<file path="config.mk">
export PLATFORM = sky130hd
export DESIGN_NAME = pipe_stage_skid
export DESIGN_NICKNAME = d
export VERILOG_FILES = /design/src/rtl/pipe_stage_skid.sv
export SDC_FILE = /design/constraint.sdc
export NUM_CORES = 1
export LEC_CHECK = 0
export CAP_MARGIN = 0
export CORE_AREA = 2 2 110 69
export DETAILED_ROUTE_END_ITERATION = 12
export DIE_AREA = 0 0 112 71
export GPL_TIMING_DRIVEN = 0
export HOLD_SLACK_MARGIN = 0.02
export MAX_ROUTING_LAYER = met4
export PLACE_DENSITY = 0.89
export RECOVER_POWER = 50
export SYNTH_ARGS = -nofsm -noshare
export SYNTH_HDL_FRONTEND = slang
export SYNTH_SLANG_ARGS = --single-unit
</file>
<file path="constraint.sdc">
create_clock -name clk -period 5.6 [get_ports clk]
set_clock_uncertainty 0.2 [all_clocks]
set_input_delay 1.12 -clock clk [delete_from_list [all_inputs] [get_ports clk]]
set_output_delay 1.12 -clock clk [all_outputs]
set_load 0.1 [all_outputs]
</file>
<file path="src/rtl/pipe_stage_skid.sv">
// rtl/pipe_stage_skid.sv - two-entry skid-buffer pipeline stage with flush and stall counter
module pipe_stage_skid #(
  parameter int                DATA_W     = 32,
  parameter logic [DATA_W-1:0] PRESET_VAL = '0,
  parameter int                CNT_W      = 16
) (
  input  logic              clk,
  input  logic              arst_n,
  input  logic              flush,
  input  logic              in_valid,
  input  logic [DATA_W-1:0] in_data,
  output logic              in_ready,
  output logic              out_valid,
  output logic [DATA_W-1:0] out_data,
  input  logic              out_ready,
  output logic [1:0]        occupancy,
  output logic [CNT_W-1:0]  stall_cnt
);

  // Encoding doubles as the occupancy count, so occupancy is a straight copy.
  typedef enum logic [1:0] {
    ST_EMPTY = 2'd0,
    ST_HALF  = 2'd1,
    ST_FULL  = 2'd2
  } state_t;

  state_t            state;
  state_t            state_nxt;
  logic [DATA_W-1:0] main_q;
  logic [DATA_W-1:0] skid_q;
  logic [CNT_W-1:0]  stall_q;

  // Handshake qualifiers, built from the state flops rather than from the
  // output ports so no combinational loop forms through in_ready/out_valid.
  logic push;
  logic pop;
  logic stall;
  logic stall_sat;

  // Datapath load enables; at most one source per register per cycle.
  logic load_main_in;
  logic load_main_skid;
  logic load_skid_in;

  assign push      = in_valid  & (state != ST_FULL);
  assign pop       = out_ready & (state != ST_EMPTY);
  assign stall     = ~out_ready & (state != ST_EMPTY);
  assign stall_sat = &stall_q;

  // State register; reset empties the stage immediately, independent of clk.
  always_ff @(posedge clk or negedge arst_n) begin
    if (!arst_n) begin
      state <= ST_EMPTY;
    end else begin
      state <= state_nxt;
    end
  end

  // Next-state decode; flush overrides any push/pop in the same cycle.
  always_comb begin
    state_nxt = state;
    if (flush) begin
      state_nxt = ST_EMPTY;
    end else begin
      case (state)
        ST_EMPTY: begin
          if (push) state_nxt = ST_HALF;
        end
        ST_HALF: begin
          if (push && !pop)      state_nxt = ST_FULL;
          else if (!push && pop) state_nxt = ST_EMPTY;
        end
        ST_FULL: begin
          if (pop) state_nxt = ST_HALF;
        end
        default: state_nxt = ST_EMPTY;
      endcase
    end
  end

  // Status outputs decoded purely from the state flops.
  always_comb begin
    in_ready  = (state != ST_FULL);
    out_valid = (state != ST_EMPTY);
    occupancy = state;
  end

  // Datapath steering: which register captures what on this edge.
  always_comb begin
    load_main_in   = 1'b0;
    load_main_skid = 1'b0;
    load_skid_in   = 1'b0;
    if (!flush) begin
      case (state)
        ST_EMPTY: begin
          load_main_in = push;
        end
        ST_HALF: begin
          // Push alone parks the new beat behind main; push with pop
          // replaces the departing head directly.
          load_skid_in = push & ~pop;
          load_main_in = push & pop;
        end
        ST_FULL: begin
          load_main_skid = pop;
        end
        default: begin
          load_main_in = 1'b0;
        end
      endcase
    end
  end

  // Main and skid registers; a drained stage keeps the last head on out_data.
  always_ff @(posedge clk or negedge arst_n) begin
    if (!arst_n) begin
      main_q <= PRESET_VAL;
      skid_q <= PRESET_VAL;
    end else if (flush) begin
      main_q <= PRESET_VAL;
      skid_q <= PRESET_VAL;
    end else begin
      if (load_main_in) begin
        main_q <= in_data;
      end else if (load_main_skid) begin
        main_q <= skid_q;
      end
      if (load_skid_in) begin
        skid_q <= in_data;
      end
    end
  end

  // Saturating stall counter; counts through flush, cleared only by reset.
  always_ff @(posedge clk or negedge arst_n) begin
    if (!arst_n) begin
      stall_q <= '0;
    end else if (stall && !stall_sat) begin
      stall_q <= stall_q + CNT_W'(1);
    end
  end

  assign out_data  = main_q;
  assign stall_cnt = stall_q;

endmodule

</file>
**Word-level counts from Yosys, hierarchy flattened**

Cells that the tools add are included.

- Bits in registers: 82
- Input port bits: 37
- Logic and storage cells: 47

- Add/sub/neg operators: 1
- Eq/ne operators: 6
- Multiplexer cells: 17
- Bitwise gates (word level): 7
- Reduce and logical (&&, ||, !) cells: 12

Operator list:

| kind | number |
|---|---|
| $mux 32 | 5 |
| $add 16x1->16 const B | 1 |
| $reduce_and 16->1 | 1 |
| $mux 2 | 5 |
| $ne 3x3->1 const B | 2 |
| $pmux 2 s3 | 1 |
| $and 1x1->1 | 5 |
| $mux 1 | 5 |
| $ne 4x4->1 const B | 1 |
| $reduce_bool 2->1 | 2 |
| $logic_and 1x1->1 | 3 |
| $logic_not 1->1 | 3 |
| $reduce_and 3->1 | 1 |
| $reduce_bool 3->1 | 1 |
| $eq 2x1->1 const B | 1 |
| $eq 2x2->1 const B | 1 |
| $logic_not 2->1 | 1 |
| $ne 2x2->1 const B | 1 |
| $not 1->1 | 2 |
| $pmux 1 s2 | 1 |

**Depth between registers and ports, before layout**

- Depth after elaboration: 8
- Depth in mapped cells: 6
- Mapped depth without buffers: 6

**Least setup slack after synthesis**

Ideal clock, no wire load.

- Path kind: reg2out
- Start: reg state[0] (netlist: occupancy[0])
- End: out in_ready
- Arrival time: 1.775 ns
- Data required time: 4.280 ns
- Setup slack: 2.505 ns
- Stages on the path, launching flop included: 3
- Buffers on the path: 0
- Cells stage by stage: dfrtp_1 nor2b_1 inv_1

- Word-level cells in the longest chain between the ends: 1

RTL lines:

| what | line | text |
|---|---|---|
| from (decl) | 27 | `state_t state;` |
| from (signal assigned) | 55 | `state <= state_nxt;` |
| $ne 2x2->1 | 83 | `in_ready = (state != ST_FULL);` |
| to (decl) | 12 | `output logic in_ready,` |

No other way between the ends.

**Final worst setup path**

- Start: reg state[1] (netlist: occupancy[1])
- End: out in_ready

The elaborated chain is that of the path after synthesis.

==> metrics.txt <==
outcome=complete, no violations; Cell Count, Final, Fillers Out=591; mapped cell area=around 0.0035 mm^2; TritonRoute pass-1 iters=5; GR peak layer=met2; CP required=between 4 and 5 ns; Mean Syn Cell Area=between 8 and 9 um^2; number of vias per cell=about 5.4; clock slew at reported path FFs=around 0.06 ns; M3 GR Usage=0.0634; P_leak=roughly 2.0 nW; register share of total power=0.365; final worst path period share=0.620; Crit. End Element=primary output; DR DRC count=0; final setup fails=0; r2r startpoint=stall_cnt[0]; Core ar.=0.00703 mm^2; syn nets=roughly 440; maximum vdd drop=around 0.48 mV; Internal=1.17 mW; worst-skew pair later-pin latency=between 0.3 and 0.4 ns; clock power share=0.328; Hold Slack=about 0.29 ns; Max-Cap Viols=0; DRT iter0 DRCs=about 240; CTS tree=built; Total Wirelength=approximately 9200 um; met2 Track Usage GR=0.390; Critical Path AT=between 2 and 2.5 ns; RSZ-0062 raised after global routing=false; number of global-route vias before repair=about 3.2k; P_sw=around 0.71 mW; Root Driver=clkbuf_16; drt wl/cell=between 15 and 20 um; Die Y=~70 um; Fmax=288 MHz; Post-synth ARST share=1.00; Placed Instances=around 580; most frequent cell after synthesis=nand2_1; # resized after CTS=0; Port Buffer Count=87; final hold vios=0; GRT met1 Usage=0.341; worst-margin pin slew=roughly 1 ns; CP Launch Type=register; clk sinks=82; Syn Inst Count=between 300 and 400; Via Count=3,186; die width=about 110 um; fin. max-slew vios=0; layout cells sized above 1=0.0460; hold crit path type=register to register; post-synth top area share=0.579; GRT Residual Overflow=0; Setup TNS=0 ns; min-delay src=stall_cnt[15]; leading area contributor after synthesis=dfrtp_1; Top FF cell, synth=dfrtp_1; Final GP Congestion=0.828; initial antenna violation count=0; Fill cells=566; Yosys cell types=27; crit-path max cell delay=1.12 ns; Post-DRT Antenna Nets=0; Area Overhead vs Synth=36.7%; origin of the worst setup path=occupancy[1]; top cells by count, synth=nand2_1 (104), dfrtp_1 (82), a21oi_1 (68); largest net degree at the start of global routing=70; Tmin final=approximately 3.5 ns; DP HPWL=6240 um; row cnt=24; Antenna Cells=0; Num CTS Buffers=9; num ports=89; CTS H-tree lvls=3; first-pass GRT wire length=around 15,000 um; slew margin rel.=0.338; clk buf depth=2; register area share after synthesis=0.579; top cells by area, synth=dfrtp_1 (58%), nand2_1 (11%), a21oi_1 (9.6%), nor2_1 (4.2%), o21ai_0 (3.8%); CP Class=register to primary output; nets=between 500 and 600; Post-synth EDFFs=0; Syn. warnings=0; CP cell instances=nor2b_1, inv_1, clkdlybuf4s50_1; Post-CTS Hold Fix Bufs=0; sw frac=0.379; Comb power frac=0.307; flops & latches, synth=82; Starting Density=0.505; Crit-path slowest cell=clkdlybuf4s50_1; post-CTS setup buffers=0; Max FO, Critical Path=7; DIE AREA=about 0.008 mm^2; global-route usage over all layers=0.253; P per Cell Area=between 300 and 400 mW/mm^2
## cells in the final DEF (no fill, tap or decap), drive strengths merged, types with 7 or more instances in the layout
master	count
nor2	40
clkbuf	28
nand2	104
buf	7
xnor2	11
a21oi	69
dfrtp	82
clkdlybuf4s50	84
o21ai	32
nand4	8
## routing by layer
| layer | part of all wire | up-vias | wire [um] |
|---|---|---|---|
| li1 | - | 1511 | - |
| met1 | 0.46 | 1529 | 4260 |
| met2 | 0.46 | 128 | 4250 |
| met3 | 0.062 | 18 | 571 |
| met4 | 0.013 | 0 | 121 |
| met5 | 0 | - | 0 |
## power by group through the flow
stage / Clock, mW / Combinational (mW) / Sequential (mW)
6_report: 0.617 / 0.577 / 0.686
5_1_grt: 0.648 / 0.602 / 0.693
4_1_cts: 0.624 / 0.582 / 0.685
3_5_place_dp: 0 / 0.579 / 0.694
3_3_place_gp: 0 / 0.567 / 0.692
2_1_floorplan: 0 / 0.0980 / 1.00
## state kept, by name, summed over array words and instances, names as in the netlist
| name | flops |
|---|---|
| occupancy | 2 |
| skid_q | 32 |
| stall_cnt | 16 |
| out_data | 32 |
## stage by stage
step | setup slack [ns] | util | power (mW) | cell area (um^2)
5_1_grt | 2.06 | 0.690 | 1.94 | 4850
3_5_place_dp | 2.34 | 0.648 | 1.27 | 4560
3_3_place_gp | 0.421 | 0.645 | 1.26 | 4530
2_1_floorplan | 2.51 | - | 1.10 | 3550
6_report | 2.13 | 0.690 | 1.88 | 4850
4_1_cts | 2.12 | 0.692 | 1.89 | 4860
## path summary, 6_finish.rpt
check / slack, ns / endpoint / cells after the start
setup reg to reg: 3.37 / stall_cnt[1] / 5
hold / removal: 0.29 / stall_cnt[15] / 1
min in group asynchronous: 0.67 / out_data[30] / 1
setup / recovery: 2.13 / in_ready / 3
max in group asynchronous: 3.69 / stall_cnt[15] / 2
hold reg to reg: 0.29 / stall_cnt[15] / 1
## critical path, delay by kind of cell, from the launching register on
kind	cells	cell delay, ns
DFF	1	0.43
buffers and inverters	2	1.19
and+or+nand+nor	1	0.19
## cell type report
cell class	count	area (um^2)	area share
sequential	82	2050	0.423
multi-input combinational	289	1380	0.284
timing repair buffer	88	892	0.184
clock buffer	10	229	0.0472
tap	91	114	0.0235
buffer	23	93.8	0.0194
clock inverter	5	80.1	0.0165
inverter	3	11.3	0.00232
## logic make-up after synthesis
| kind of cell | count (synthesis) | share of synthesized area |
|---|---|---|
| and+or+nand+nor | 168 | 0.194 |
| AOI/OAI and AO/OA | 104 | 0.152 |
| DFF | 82 | 0.579 |
| buffers and inverters | 26 | 0.0307 |
| xor gates and xnor gates | 15 | 0.0370 |
| muxes | 1 | 0.00318 |
| adders and majority gates | 1 | 0.00353 |
Power figures use the tool's default switching activity.
